--- src/rtl/led_sched_pkg.sv ---
// led_sched_pkg: shared state encoding, default timing constants and wrap-search helper.
package led_sched_pkg;
  typedef enum logic [1:0] {IDLE = 2'd0, ROTATE = 2'd1, ALERT = 2'd2} state_e;
  localparam int DEF_DWELL_TICKS = 8;
  localparam int DEF_HOLD_TICKS = 16;
  // First set bit of valid strictly after cur (mod n); returns cur when no other bit is set.
  function automatic logic [2:0] next_valid(input logic [7:0] valid, input logic [2:0] cur, input int n);
    logic [2:0] r;
    int idx;
    r = cur;
    for (int i = 7; i >= 1; i--) begin
      idx = (int'(cur) + i) % n;
      if (i < n && valid[idx[2:0]]) r = idx[2:0];
    end
    return r;
  endfunction
endpackage

--- src/rtl/led_tick_prescaler.sv ---
// led_tick_prescaler: free-running counter, tick pulses in the cycle after it wraps to zero.
module led_tick_prescaler #(
  parameter int PRESCALE_W = 16
) (
  input  logic sclk,
  input  logic reset,
  output logic tick
);
  logic [PRESCALE_W-1:0] cnt_q, cnt_d;
  logic tick_q, tick_d;
  always_comb begin
    cnt_d = cnt_q + PRESCALE_W'(1);
    tick_d = &cnt_q;
  end
  always_ff @(posedge sclk or posedge reset) begin
    if (reset) begin
      cnt_q <= '0;
      tick_q <= 1'b0;
    end else begin
      cnt_q <= cnt_d;
      tick_q <= tick_d;
    end
  end
  assign tick = tick_q;
endmodule

--- src/rtl/led_display_sched.sv ---
// led_display_sched: pages the LED display across sources with alert preemption.
// Optional LED_SCHED_FREEZE_EN adds a freeze input that pauses paging in ROTATE.
module led_display_sched import led_sched_pkg::*; #(
  parameter int NUM_SRC = 4,
  parameter int SRC_W = 2,
  parameter int PRESCALE_W = 16,
  parameter int DWELL_TICKS = DEF_DWELL_TICKS,
  parameter int HOLD_TICKS = DEF_HOLD_TICKS
) (
  input  logic                  sclk,
  input  logic                  reset,
  input  logic [NUM_SRC*16-1:0] src_value,
  input  logic [NUM_SRC-1:0]    src_valid,
  input  logic [NUM_SRC-1:0]    src_alert,
`ifdef LED_SCHED_FREEZE_EN
  input  logic                  freeze,
`endif
  output logic [15:0]           number,
  output logic [SRC_W-1:0]      cur_src,
  output logic                  alert_active,
  output logic                  tick
);
  localparam int CW = $clog2((DWELL_TICKS > HOLD_TICKS ? DWELL_TICKS : HOLD_TICKS) + 1);
  state_e state_q, state_d;
  logic [SRC_W-1:0] cur_q, cur_d, grant, low_valid, nxt_valid;
  logic [CW-1:0] dwell_q, dwell_d, hold_q, hold_d;
  logic [NUM_SRC-1:0] pend_q, pend_d, pend_eff, pend_oth;
  logic [15:0] number_q, number_d;
  logic frozen;
  led_tick_prescaler #(.PRESCALE_W(PRESCALE_W)) u_presc (.sclk(sclk), .reset(reset), .tick(tick));
`ifdef LED_SCHED_FREEZE_EN
  assign frozen = freeze && state_q == ROTATE;
`else
  assign frozen = 1'b0;
`endif
  // Alerts arriving this cycle take part in arbitration immediately.
  assign pend_eff = pend_q | src_alert;
  assign pend_oth = pend_eff & ~(NUM_SRC'(1) << cur_q);
  assign grant = SRC_W'(next_valid(8'(pend_eff), 3'(NUM_SRC - 1), NUM_SRC));
  assign low_valid = SRC_W'(next_valid(8'(src_valid), 3'(NUM_SRC - 1), NUM_SRC));
  assign nxt_valid = SRC_W'(next_valid(8'(src_valid), 3'(cur_q), NUM_SRC));
  always_ff @(posedge sclk or posedge reset) begin
    if (reset) begin
      state_q <= IDLE;
      cur_q <= '0;
      dwell_q <= '0;
      hold_q <= '0;
      pend_q <= '0;
      number_q <= '0;
    end else begin
      state_q <= state_d;
      cur_q <= cur_d;
      dwell_q <= dwell_d;
      hold_q <= hold_d;
      pend_q <= pend_d;
      number_q <= number_d;
    end
  end
  always_comb begin
    state_d = state_q;
    cur_d = cur_q;
    dwell_d = dwell_q;
    hold_d = hold_q;
    pend_d = pend_eff;
    number_d = state_q == IDLE ? 16'h0000 : frozen ? number_q : src_value[16*cur_q +: 16];
    if (state_q == ALERT) begin
      pend_d = pend_oth;
      if (src_alert[cur_q]) hold_d = '0;
      else if (tick && hold_q != CW'(HOLD_TICKS - 1)) hold_d = hold_q + CW'(1);
      else if (tick) begin
        if (|pend_oth) begin
          cur_d = grant;
          hold_d = '0;
          pend_d = pend_oth & ~(NUM_SRC'(1) << grant);
        end else if (|src_valid) begin
          state_d = ROTATE;
          cur_d = src_valid[cur_q] ? cur_q : nxt_valid;
          dwell_d = '0;
        end else state_d = IDLE;
      end
    end else if (frozen) begin
    end else if (|pend_eff) begin
      state_d = ALERT;
      cur_d = grant;
      hold_d = '0;
      pend_d = pend_eff & ~(NUM_SRC'(1) << grant);
    end else if (!(|src_valid)) state_d = IDLE;
    else if (state_q == IDLE) begin
      state_d = ROTATE;
      cur_d = low_valid;
      dwell_d = '0;
    end else if (!src_valid[cur_q]) begin
      cur_d = nxt_valid;
      dwell_d = '0;
    end else if (tick) begin
      cur_d = dwell_q == CW'(DWELL_TICKS - 1) ? nxt_valid : cur_q;
      dwell_d = dwell_q == CW'(DWELL_TICKS - 1) ? '0 : dwell_q + CW'(1);
    end
  end
  always_comb begin
    number = number_q;
    cur_src = cur_q;
    alert_active = state_q == ALERT;
  end
endmodule

--- config.mk ---
export PLATFORM = sky130hd
export DESIGN_NAME = led_display_sched
export DESIGN_NICKNAME = d
export VERILOG_FILES = /design/src/rtl/led_sched_pkg.sv /design/src/rtl/led_tick_prescaler.sv /design/src/rtl/led_display_sched.sv
export SDC_FILE = /design/constraint.sdc
export NUM_CORES = 1
export LEC_CHECK = 0
export CORE_MARGIN = 2
export CORE_UTILIZATION = 40
export CTS_CLUSTER_SIZE = 14
export DETAILED_ROUTE_END_ITERATION = 8
export DONT_BUFFER_PORTS = 1
export GPL_ROUTABILITY_DRIVEN = 0
export REMOVE_ABC_BUFFERS = 1
export SETUP_SLACK_MARGIN = 0.02
export SYNTH_ARGS = -nofsm -noshare
export SYNTH_HDL_FRONTEND = slang
export SYNTH_SLANG_ARGS = --single-unit
--- constraint.sdc ---
create_clock -name sclk -period 2.7 [get_ports sclk]
set_clock_uncertainty 0.15 [all_clocks]
set_input_delay 0.81 -clock sclk [delete_from_list [all_inputs] [get_ports sclk]]
set_output_delay 0.81 -clock sclk [all_outputs]
set_load 0.03 [all_outputs]
# [Word level (Yosys, flattened, before mapping)]
# Index checks and enable logic that the tools add are counted.
[word_totals] reg_bits=51 in_bits=74 output_inout_bits=20 word_cells=129
[classes] addsub=6 magnitude_cmp=4 eq_ne=17 shifts=3 muxes=66 bitwise=9 n_reduce_logical=16
[ops] op="$mux 5" n=18
[ops] op="$shiftx 64x7->16" n=1
[ops] op="$mux 2" n=28
[ops] op="$mux 4" n=6
[ops] op="$add 16x1->16 const B" n=1
[ops] op="$mux 16" n=1
[ops] op="$reduce_and 16->1" n=1
[ops] op="$reduce_and 8->1" n=2
[ops] op="$and 4x4->4" n=3
[ops] op="$lt 3x4->1 const B" n=3
[ops] op="$reduce_or 4->1" n=3
[ops] op="$add 5x1->5 const B" n=2
[ops] op="$ne 5x4->1 const B" n=2
[ops] op="$bmux 1 s3" n=3
[ops] op="$mux 1" n=8
[ops] op="$ne 2x2->1 const B" n=4
[ops] op="$ne 4x1->1 const B" n=2
[ops] op="$ne 4x3->1 const B" n=2
[ops] op="$not 4->4" n=2
[ops] op="$shl 1x2->4 const A" n=2
[ops] op="$reduce_or 2->1" n=3
[ops] op="$eq 5x3->1 const B" n=1
[ops] op="$reduce_and 5->1" n=1
[ops] op="$add 2x2->2 const B" n=2
[ops] op="other kinds (16)" n=20

# [Depth between registers and ports, before layout]
# Gate-level depths: netlist of the first run.
[depth] ltp_word=15 ltp_mapped=10 depth_no_buf=8

# [Modules after synthesis]
# A second synthesis of the first run with hierarchy kept.
[unflattened] hier_cells=276 area_unflattened_um2=3096.7
[modules_own_cells] module="led_display_sched" n_inst=1 cells_each=215 area_per_inst_um2=2326.0 seq_area_each_um2=850.8
[modules_own_cells] module="led_tick_prescaler" n_inst=1 cells_each=61 area_per_inst_um2=770.7 seq_area_each_um2=425.4

# [Worst setup path after synthesis of the first run]
# No wires, ideal clock.
[synth_path] path_type="input to register" from="input src_alert[0]" to="register dwell_q[3]" setup_ns=0.069 arrival_ns=2.401 required_time_ns=2.481 setup_slack_ns=0.080 stages=6 path_buffers=0 path_cell_list="nor4_1 > nand3_1 > o31ai_4 > nand3_1 > or4_1 > nand3_1"
[synth_via] elab_chain_len=5 elab_cells_between_ends=11 classes_between="4 x eq/ne; 2 x mux; 2 x bitwise; 3 x reduce/logical"
[synth_rtl] element="from (decl)" line_no="led_display_sched.sv:14" rtl="input logic [NUM_SRC-1:0] src_alert,"
[synth_rtl] element="$or 4x4->4" line_no="led_display_sched.sv:37" rtl="assign pend_eff = pend_q | src_alert;"
[synth_rtl] element="$and 4x4->4" line_no="led_display_sched.sv:38" rtl="assign pend_oth = pend_eff & ~(NUM_SRC'(1) << cur_q);"
[synth_rtl] element="$reduce_or 4->1" line_no="led_display_sched.sv:71" rtl="if (|pend_oth) begin"
[synth_rtl] element="$ne 2x2->1 (no line)"
[synth_rtl] element="$reduce_and 8->1 (no line) *"
[synth_rtl] element="to (signal assigned)" line_no="led_display_sched.sv:53" rtl="dwell_q <= dwell_d;"
[synth_rtl] element="to (decl)" line_no="led_display_sched.sv:26" rtl="logic [CW-1:0] dwell_q, dwell_d, hold_q, hold_d;"
# Mark *: on every way between the ends. The rest lies on a longest branch, timed or not. The select of a mux whose other input is x is not followed.
# A chain may end at the register's enable or synchronous reset.

# [Final worst setup path of the first run]
[layout_path] from="register state_q[0]" to="output alert_active"
[layout_via] elab_chain_len=1
[layout_rtl] element="from (decl)" line_no="led_display_sched.sv:24" rtl="state_e state_q, state_d;"
[layout_rtl] element="from (signal assigned)" line_no="led_display_sched.sv:51" rtl="state_q <= state_d;"
[layout_rtl] element="$eq 2x2->1" line_no="led_display_sched.sv:103" rtl="alert_active = state_q == ALERT;"
[layout_rtl] element="to (decl)" line_no="led_display_sched.sv:20" rtl="output logic alert_active,"
# No other way between the ends.

==> run_results.csv, run 1 <==
group,metric,value,unit
outcome,status,"finished, final reports clean",
timing,rsz0062_at_grt,"no",
clocking,clk_latency,0.30,ns
timing,finalHoldViolCount,0,
pwr,power_frac_seq,0.508,
setup_path,end_kind,"primary output",
timing,slew_violations,0,
pwr,power.net_switching,0.000468,W
synth,synthMuxAreaShare,0.166,
clocking,clockBufferDepth,2,
setup_path,worstPathRequired,1.74,ns
global_route,grtUsageTotal,0.149,
synth,netlist-cell-type-count,47,
place,dp.cells,375,
timing,period_minus_slack,2.51,ns
clocking,clock_sinks,51,
clocking,cts_buffers,5,
pwr,share_comb_of_total_power,0.143,
pwr,power,0.00178,W
global_route,grt_pass1_wl,9.95,mm
synth,async_flop_share,1.00,
place,dpl_cell_area,0.00313,mm2
pwr,leakage,1.38,nW
synth,synth_compound_area_frac,0.105,
timing,period_share,0.931,
place,pre_cts_ws,0.0432,ns
cells_and_area,final_nets,365,
cells_and_area,final_area,0.00327,mm2
synth,yosysTopAreaCell,"dfrtp_1",
routing,finalWirelength,5.88,mm
clocking,cts-hold-fix-buffers,0,
die,die_x,89.8,um
global_route,grt_max_degree,31,
global_route,grt_pass1_vias,2035,
timing,setup_ws,0.186,ns
synth,synth-main-ff-cell,"dfrtp_1",
pwr,power_switching_share,0.263,
pwr,powerDensity,545,mW/mm2
routing,dr.pass1.iters,4,
synth,ys_seq_elements,51,
routing,viasPerCell,5.40,
die,ios,94,
synth,netlist_area,0.00294,mm2
clocking,cts_tree,"built",
place,dp_hpwl,4.46,mm
die,die_h,89.8,um
cells_and_area,layout-drive-gt1-share,0.169,
timing,fmax,398,MHz
synth,synth_top_family_by_area,"simple AND/OR/NAND/NOR gates",
timing,slew_headroom,0.662,
routing,first_iter_violations,118,
setup_path,arrival,1.55,ns
cells_and_area,final_cells,383,
pwr,cell_internal_pwr,0.00131,W
cells_and_area,diodes,0,
setup_path,crit_type,"reg2out",
routing,wl_per_cell,15.3,um
worst_hold_path,holdCritPathClass,"in2async",
synth,yosys.area.top_type_share,0.434,
clocking,clk_pin_slew,0.09,ns
routing,dr_total_vias,2069,
global_route,gr-total-overflow,0,
synth,yosys.area_share.simple,0.182,
timing,setup_viol,0,
timing,fin_tns_setup,0,ns
synth,ys_top_cells_by_area,"dfrtp_1 43%, mux4_2 14%, ha_1 3.4%",
synth,synth_area_per_cell,10.7,um2
die,rows,31,
die,initial_core_util,0.410,
routing,drc,0,
timing,worst_slew_pin_slew,0.508,ns
global_route,antenna_found_initial,0,
routing,ant_nets,0,
synth,synth_edf_count,0,
synth,syn_inst,274,
die,core_area,0.00718,mm2
clocking,cts_root_buf,"clkbuf_8",
synth,synth-xor-area-share,0.0447,
die,die_area,0.00806,mm2
synth,yosysWarnings,0,
synth,seq_area_frac_synth,0.434,
run,cap_violations,0,
pwr,peakVddDrop,0.294,mV
pwr,p_clk_frac,0.349,
setup_path,cp-start-kind,"register",
clocking,htree_levels,2,
synth,synthAdderAreaFrac,0.0340,
cells_and_area,area_growth,11.1,%
place,numPortBuffers,0,
setup_path,path_max_fanout,10,
-- sequential cells by signal, summed over array words and instances (netlist names) --
register and count:
cur_src 2, dwell_q 5, hold_q 5, number 16, pend_q 4, state_q 2
u_presc.cnt_q 16, u_presc.tick 1
-- Yosys cell counts, types with 2 or more instances --
library cell / instances
dfrtp_1: 51
a31oi_1: 3
o21bai_1: 4
nand3_1: 15
mux4_2: 18
a221oi_1: 2
nand4_1: 4
o31ai_1: 3
a21oi_1: 7
o21ai_0: 12
nand2b_1: 3
or3_1: 2
nor2_1: 25
xor2_1: 7
nor3_1: 2
nor4_1: 4
clkbuf_1: 9
mux2_2: 3
nand2_1: 23
inv_1: 12
o22ai_1: 3
xnor2_1: 8
and3_1: 3
nor2b_1: 16
ha_1: 8
mux2i_1: 5
and2_1: 2
-- path summary, 6_finish.rpt --
check | start | end | slack [ns] | cells past startpoint
hold reg to reg | u_presc.cnt_q[15]$_DFF_PP0_ | u_presc.cnt_q[15]$_DFF_PP0_ | 0.32 | 1
min in group sclk | u_presc.cnt_q[15]$_DFF_PP0_ | u_presc.cnt_q[15]$_DFF_PP0_ | 0.32 | 1
hold / removal | reset | pend_q[0]$_DFF_PP0_ | 0.25 | 1
max in group asynchronous | reset | hold_q[4]$_DFFE_PP0P_ | 1.62 | 2
setup reg to reg | cur_src[1]$_DFFE_PP0P_ | dwell_q[3]$_DFFE_PP0P_ | 0.20 | 8
setup / recovery | state_q[0]$_DFFE_PP0P_ | alert_active | 0.19 | 3
-- power by group through the flow --
stage	Sequential (W)	Combinational [W]	Clock, W
3_3_place_gp	0.000921	0.000256	0
5_1_grt	0.000910	0.000281	0.000672
2_1_floorplan	0.000938	0.000178	0
3_5_place_dp	0.000921	0.000257	0
6_report	0.000905	0.000256	0.000621
4_1_cts	0.000906	0.000257	0.000638
-- logic make-up (layout without fill, tap and decap cells) --
group | after synthesis | count (layout)
flops | 51 | 51
mux | 26 | 26
buf+inv | 24 | 34
xor+xnor | 15 | 15
compound gates | 45 | 45
fa+ha+maj | 8 | 8
simple gates | 105 | 105
-- stage by stage --
| stage | hold WS (ns) | util |
|---|---|---|
| after floorplan | 0.284 | - |
| after global routing | 0.293 | 0.455 |
| after global placement | 0.297 | 0.436 |
| after detailed placement | 0.302 | 0.436 |
| after CTS | 0.263 | 0.455 |
| final | 0.254 | 0.455 |
-- routing by layer --
| layer | vias to the layer above | part of all wire | wire length (um) | global-route usage |
|---|---|---|---|---|
| met1 | 1002 | 0.48 | 2800 | 0.213 |
| met5 | - | 0 | 0 | 0 |
| met4 | 0 | 0.013 | 76 | 0.0449 |
| li1 | 1006 | - | - | - |
| met3 | 4 | 0.042 | 244 | 0.0344 |
| met2 | 57 | 0.47 | 2750 | 0.227 |
-- placed cells by master (no fill, tap or decap), types with 2 or more instances in the layout --
cell type and instances:
a31oi_1 3, clkbuf_8 5, xor2_1 7, o21ai_0 12
a221oi_1 2, nor2b_1 16, inv_1 11, and3_1 3
o21bai_1 4, ha_1 8, mux2i_1 5, nand2b_1 3
nand4_1 4, o31ai_1 3, buf_4 12, bufinv_16 2
a21oi_1 7, nor3_1 2, nand3_1 14, o22ai_1 3
nor2_1 25, or3_1 2, mux4_2 18, nand2_1 23
nor4_1 4, xnor2_1 8, mux2_2 3, dfrtp_1 50
and2_1 2
-- worst max-delay path, stage by stage, from the launching register on --
cell and delay (ns):
dfrtp_1 0.52, nand2b_1 0.35, clkinv_1 0.16, buf_4 0.22
-- what timing repair did --
item                                    in CTS  in global routing
setup buffers                                0                  0
endpoints found under the setup margin       0                  2
gates resized for setup                      0                  2
-- cell type report --
class                      count  area (um2)
clock inverter                 3        67.6
multi-input combinational    199        1570
timing repair buffer          13         110
clock buffer                   5        68.8
tap                           99         124
fill                         677        3910
sequential                    51        1280
inverter                      13        48.8
No activity file was read; power rests on OpenSTA's default activity.
==> run 2, diff against run 1 <==
--- a/config.mk
+++ b/config.mk
@@ -12,7 +12,7 @@
 export DONT_BUFFER_PORTS = 1
 export GPL_ROUTABILITY_DRIVEN = 0
 export REMOVE_ABC_BUFFERS = 1
-export SETUP_SLACK_MARGIN = 0.02
+export SETUP_SLACK_MARGIN = 0.15
 export SYNTH_ARGS = -nofsm -noshare
 export SYNTH_HDL_FRONTEND = slang
 export SYNTH_SLANG_ARGS = --single-unit
==> run 2 against run 1 <==
Against the previous run: clock power barely moved; combinational power about the same; via count is 0.43% lower; critical path depth rose by 3; routed wire length is essentially flat; die area unchanged; cell count is 0.26% higher; setup slack better by 0.082 ns; critical path type is now reg2reg; highest routed layer unchanged.
==> run_results.csv, run 2 (synthesis results as in run 1) <==
group,metric,value,unit
outcome,status,"finished, final reports clean",
setup_path,r2r_cells,6,
clocking,clock_sinks,51,
clocking,clockBufferDepth,2,
cells_and_area,final_cells,384,
setup_path,worstPathRequired,2.79,ns
routing,dr_total_vias,2060,
setup_path,crit_family,"simple AND/OR/NAND/NOR gates",
die,die_h,89.8,um
pwr,power.net_switching,0.000469,W
pwr,cell_internal_pwr,0.00132,W
pwr,powerDensity,543,mW/mm2
clocking,htree_levels,2,
pwr,power_switching_share,0.262,
pwr,peakVddDrop,0.294,mV
cells_and_area,layout-drive-gt1-share,0.186,
routing,viasPerCell,5.36,
cells_and_area,final_nets,366,
pwr,power_frac_seq,0.507,
setup_path,rrSetupSlack,0.27,ns
setup_path,path_cells,"mux4_2 > nand3b_4 > o31ai_4 > nand3_1 > or4_4 > nand3_1",
cells_and_area,final_area,0.00329,mm2
place,dp.cells,375,
clocking,clk_latency,0.30,ns
setup_path,reg2reg_from,"cur_src[0]$_DFFE_PP0P_",
pwr,leakage,1.38,nW
clocking,cts_buffers,5,
timing,fin_tns_setup,0,ns
global_route,grt_pass1_wl,9.95,mm
setup_path,arrival,2.52,ns
place,dpl_cell_area,0.00313,mm2
cells_and_area,diodes,0,
clocking,cts_root_buf,"clkbuf_8",
die,rows,31,
setup_path,end_kind,"register",
global_route,grt_pass1_vias,2035,
routing,first_iter_violations,94,
timing,slew_violations,0,
setup_path,cp-start-kind,"register",
routing,drc,0,
timing,finalHoldViolCount,0,
setup_path,cpPeakStageDelay,0.54,ns
place,numPortBuffers,0,
setup_path,endpoint,"dwell_q[3]$_DFFE_PP0P_",
cells_and_area,area_growth,11.8,%
setup_path,path_common_cell,"nand3_1",
global_route,grt_max_degree,31,
pwr,share_comb_of_total_power,0.145,
timing,period_minus_slack,2.43,ns
die,die_area,0.00806,mm2
setup_path,r2r_end,"dwell_q[3]$_DFFE_PP0P_",
routing,finalWirelength,5.87,mm
run,cap_violations,0,
cells_and_area,seq_area,0.00128,mm2
die,core_area,0.00718,mm2
cells_and_area,final_cell_mix,"50 x dfrtp_1, 24 x nor2_1, 23 x nand2_1",
timing,setup_ws,0.268,ns
pwr,p_clk_frac,0.348,
global_route,grtUsageTotal,0.149,
timing,worst_slew_pin_slew,0.507,ns
place,pre_cts_ws,0.0432,ns
setup_path,worst-path-stages,6,
setup_path,crit_start,"cur_src[0]$_DFFE_PP0P_",
clocking,cts_tree,"built",
timing,fmax,411,MHz
setup_path,crit_path_top_delay_cell,"mux4_2",
routing,dr.pass1.iters,4,
timing,rsz0062_at_grt,"no",
cells_and_area,multi_input_area,0.00158,mm2
cells_and_area,final_common_cell,"dfrtp_1",
global_route,gr-total-overflow,0,
routing,ant_nets,0,
die,die_x,89.8,um
cells_and_area,nFillCells,671,
setup_path,path_max_fanout,6,
setup_path,path_buf_inv,0,
worst_hold_path,holdCritPathClass,"in2async",
setup_path,crit_type,"reg2reg",
routing,wl_per_cell,15.3,um
global_route,antenna_found_initial,0,
clocking,cts-hold-fix-buffers,0,
timing,period_share,0.901,
timing,setup_viol,0,
pwr,power,0.00179,W
clocking,clk_pin_slew,0.09,ns
place,dp_hpwl,4.46,mm
timing,slew_headroom,0.662,
die,ios,94,
die,initial_core_util,0.410,
## run 2: changes by cell type in the layout (fill, tap and decap cells not counted), sizes merged
cell | previous run | this run
buf | 13 | 14
## run 2: power groups by stage
stage	combinational [W]	clock (W)	sequential (W)
floorplan	0.000178	0	0.000938
global placement	0.000256	0	0.000921
detailed placement	0.000257	0	0.000921
CTS	0.000257	0.000638	0.000906
global route	0.000284	0.000672	0.000910
finish	0.000259	0.000621	0.000905
## run 2: per-stage QoR
| step | hold WS [ns] | util |
|---|---|---|
| final | 0.254 | 0.458 |
| after global routing | 0.293 | 0.458 |
| after CTS | 0.263 | 0.455 |
| after detailed placement | 0.302 | 0.436 |
| after global placement | 0.297 | 0.436 |
| after floorplan | 0.284 | - |
## run 2: timing repair
item,4_1_cts,5_1_grt
setup endpoints to repair,0,8
setup buffers,0,1
gates resized for setup,0,7
## run 2: worst min-delay path by stage
| stage | start | endpoint | slack, ns | cells past startpoint |
|---|---|---|---|---|
| 2_1_floorplan | u_presc.cnt_q[15]$_DFF_PP0_ | u_presc.cnt_q[15]$_DFF_PP0_ | 0.28 | 1 |
| 3_3_place_gp | u_presc.cnt_q[11]$_DFF_PP0_ | u_presc.cnt_q[11]$_DFF_PP0_ | 0.30 | 1 |
| 3_5_place_dp | u_presc.cnt_q[15]$_DFF_PP0_ | u_presc.cnt_q[15]$_DFF_PP0_ | 0.30 | 1 |
| 4_1_cts | reset | pend_q[3]$_DFF_PP0_ | 0.26 | 1 |
| 5_1_grt | reset | pend_q[0]$_DFF_PP0_ | 0.29 | 1 |
| 6_report | reset | pend_q[0]$_DFF_PP0_ | 0.25 | 1 |
## run 2: area by class of cell
type / count / area share
Clock buffer: 5 / 0.0209
Tap cell: 99 / 0.0377
Sequential cell: 51 / 0.389
Multi-Input combinational cell: 199 / 0.481
Clock inverter: 3 / 0.0205
Timing Repair Buffer: 14 / 0.0369
Inverter: 13 / 0.0148
## run 2: per-layer routing
metal  routed length (um)  share of wire  up-vias  track usage
met2                 2770           0.47       47        0.227
met1                 2800           0.48     1000        0.213
met4                   76          0.013        0       0.0449
met3                  225          0.038        4       0.0344
li1                     -              -     1009            -
met5                    0              0        -            0
==> run 3, diff against run 2 <==
--- a/config.mk
+++ b/config.mk
@@ -11,8 +11,10 @@
 export DETAILED_ROUTE_END_ITERATION = 8
 export DONT_BUFFER_PORTS = 1
 export GPL_ROUTABILITY_DRIVEN = 0
+export RECOVER_POWER = 100
 export REMOVE_ABC_BUFFERS = 1
 export SETUP_SLACK_MARGIN = 0.15
+export SLEW_MARGIN = 20
 export SYNTH_ARGS = -nofsm -noshare
 export SYNTH_HDL_FRONTEND = slang
 export SYNTH_SLANG_ARGS = --single-unit
==> constraint.sdc (replaced) <==
create_clock -name sclk -period 2.8 [get_ports sclk]
set_clock_uncertainty 0.15 [all_clocks]
set_input_delay 0.84 -clock sclk [delete_from_list [all_inputs] [get_ports sclk]]
set_output_delay 0.84 -clock sclk [all_outputs]
set_load 0.03 [all_outputs]
==> run 3 against run 2 <==
Against the previous run: routed wire length increased by 1.0%; via count is 2.2% higher; largest cell class unchanged; critical path type unchanged; sequential cell count did not move; die area is the same; total power fell by 12%; combinational power is 7% lower; maximum frequency is 2.6% lower; register-to-register slack better by 0.04 ns; cell count shrank 0.52%; critical path depth is 1 higher; sequential power is 3.8% lower.
==> run_results.csv, run 3 (synthesis results as in run 1) <==
group,metric,value,unit
routing,finalWirelength,5.93,mm
cells_and_area,nFillCells,697,
global_route,grt_pass1_vias,2049,
clocking,clk_pin_slew,0.10,ns
pwr,cell_internal_pwr,0.00111,W
cells_and_area,layout-drive-gt1-share,0.155,
die,core_area,0.00718,mm2
setup_path,end_kind,"register",
pwr,powerDensity,492,mW/mm2
timing,rsz0062_at_grt,"no",
pwr,share_comb_of_total_power,0.155,
worst_hold_path,min_from,"u_presc.cnt_q[11]$_DFF_PP0_",
cells_and_area,final_nets,364,
setup_path,crit_type,"reg2reg",
setup_path,cpPeakStageDelay,0.46,ns
setup_path,path_cells,"inv_1 > ha_1 > o21bai_1 > o2111ai_2 > o31ai_4 > nand3_1 > o41ai_1",
die,rows,31,
global_route,antenna_found_initial,0,
cells_and_area,multi_input_area,0.00156,mm2
routing,dr.pass1.iters,5,
setup_path,worstPathRequired,2.85,ns
global_route,grtUsageMet3,0.0352,
timing,setup_ws,0.304,ns
global_route,grt_use_met1,0.214,
timing,whs,0.313,ns
die,ios,94,
clocking,clk_latency,0.31,ns
outcome,status,"finished, final reports clean",
place,numPortBuffers,0,
run,cap_violations,0,
timing,fmax,401,MHz
die,die_h,89.8,um
timing,setup_viol,0,
global_route,grt_pass1_wl,9.83,mm
pwr,power,0.00157,W
timing,slew_violations,0,
global_route,grt_max_degree,31,
setup_path,crit_start,"cur_src[0]$_DFFE_PP0P_",
setup_path,crit_path_top_delay_cell,"dfrtp_1",
clocking,cts-hold-fix-buffers,0,
setup_path,path_max_fanout,8,
cells_and_area,area_growth,8.38,%
clocking,clockBufferDepth,2,
routing,dr_total_vias,2106,
routing,first_iter_violations,150,
global_route,top_usage_layer,"met2",
timing,fin_tns_setup,0,ns
setup_path,cp-start-kind,"register",
setup_path,reg2reg_from,"cur_src[0]$_DFFE_PP0P_",
die,die_x,89.8,um
routing,viasPerCell,5.51,
cells_and_area,diodes,0,
clocking,cts_tree,"built",
routing,ant_nets,0,
pwr,p_clk_frac,0.289,
clocking,cts_buffers,5,
global_route,grtUsageTotal,0.148,
clocking,post-cts-setup-buffer-count,0,
timing,finalHoldViolCount,0,
pwr,leakage,1.31,nW
pwr,power.net_switching,0.000462,W
clocking,htree_levels,2,
setup_path,arrival,2.54,ns
place,pre_cts_ws,0.113,ns
cells_and_area,final_common_cell,"dfrtp_1",
pwr,power_frac_seq,0.556,
timing,slew_headroom,0.451,
clocking,cts_root_buf,"clkbuf_8",
clocking,clock_sinks,51,
cells_and_area,seq_area,0.00128,mm2
cells_and_area,final_cell_mix,"51 x dfrtp_1, 25 x nor2_1, 23 x nand2_1",
routing,wl_per_cell,15.5,um
die,die_area,0.00806,mm2
routing,drc,0,
global_route,use_met2,0.217,
die,initial_core_util,0.410,
pwr,power_switching_share,0.295,
timing,period_share,0.892,
timing,period_minus_slack,2.50,ns
timing,worst_slew_pin_slew,0.822,ns
clocking,cts-resized-gates,0,
pwr,peakVddDrop,0.210,mV
worst_hold_path,holdCritPathClass,"reg2reg",
global_route,gr-total-overflow,0,
place,dp_hpwl,4.51,mm
[run 3: cell count changes in the layout (fill, tap and decap cells not counted), moves of 2 or more]
cell and change:
buf_4 -4, bufinv_16 -2, clkbuf_2 +4, inv_1 +2
inv_2 -2
[run 3: critical path: cells and delay by family, from the launching register on]
family,cells,cell delay [ns]
and+or+nand+nor,1,0.28
buffers and inverters,1,0.16
DFF,1,0.46
adders and majority gates,1,0.20
AOI/OAI and AO/OA,4,1.14
[run 3: per-layer routing]
layer / routed length, um / share of wire
met1: 2870 / 0.48
met2: 2730 / 0.46
met3: 227 / 0.038
met4: 105 / 0.018
met5: 0 / 0
[run 3: power groups by stage]
| stage | Sequential (W) | Clock [W] | Combinational [W] |
|---|---|---|---|
| 2_1_floorplan | 0.000905 | 0 | 0.000172 |
| 3_3_place_gp | 0.000887 | 0 | 0.000245 |
| 3_5_place_dp | 0.000887 | 0 | 0.000248 |
| 4_1_cts | 0.000873 | 0.000467 | 0.000249 |
| 5_1_grt | 0.000876 | 0.000501 | 0.000268 |
| 6_report | 0.000871 | 0.000454 | 0.000242 |
[run 3: area by class of cell]
class / count / area share
clock buffer: 6 / 0.0259
clock inverter: 2 / 0.00510
inverter: 13 / 0.0153
timing repair buffer: 12 / 0.0251
sequential: 51 / 0.400
multi-input combinational: 199 / 0.489
tap: 99 / 0.0389
[run 3: metrics by stage]
stage	utilization	cell area, um2	std cells
after CTS	0.448	3220	382
after detailed placement	0.435	3120	374
after global routing	0.444	3190	382
after floorplan	-	2890	263
final	0.444	3190	382
after global placement	0.435	3120	374
[run 3: final timing paths]
check                      cells past startpoint  slack, ns                           to
min in group asynchronous                      1       0.43         number[15]$_DFF_PP0_
setup reg to reg                               7       0.30       dwell_q[2]$_DFFE_PP0P_
hold reg to reg                                1       0.31  u_presc.cnt_q[11]$_DFF_PP0_
max in group asynchronous                      2       0.86       dwell_q[4]$_DFFE_PP0P_
setup / recovery                               7       0.30       dwell_q[2]$_DFFE_PP0P_
hold / removal                                 1       0.31  u_presc.cnt_q[11]$_DFF_PP0_
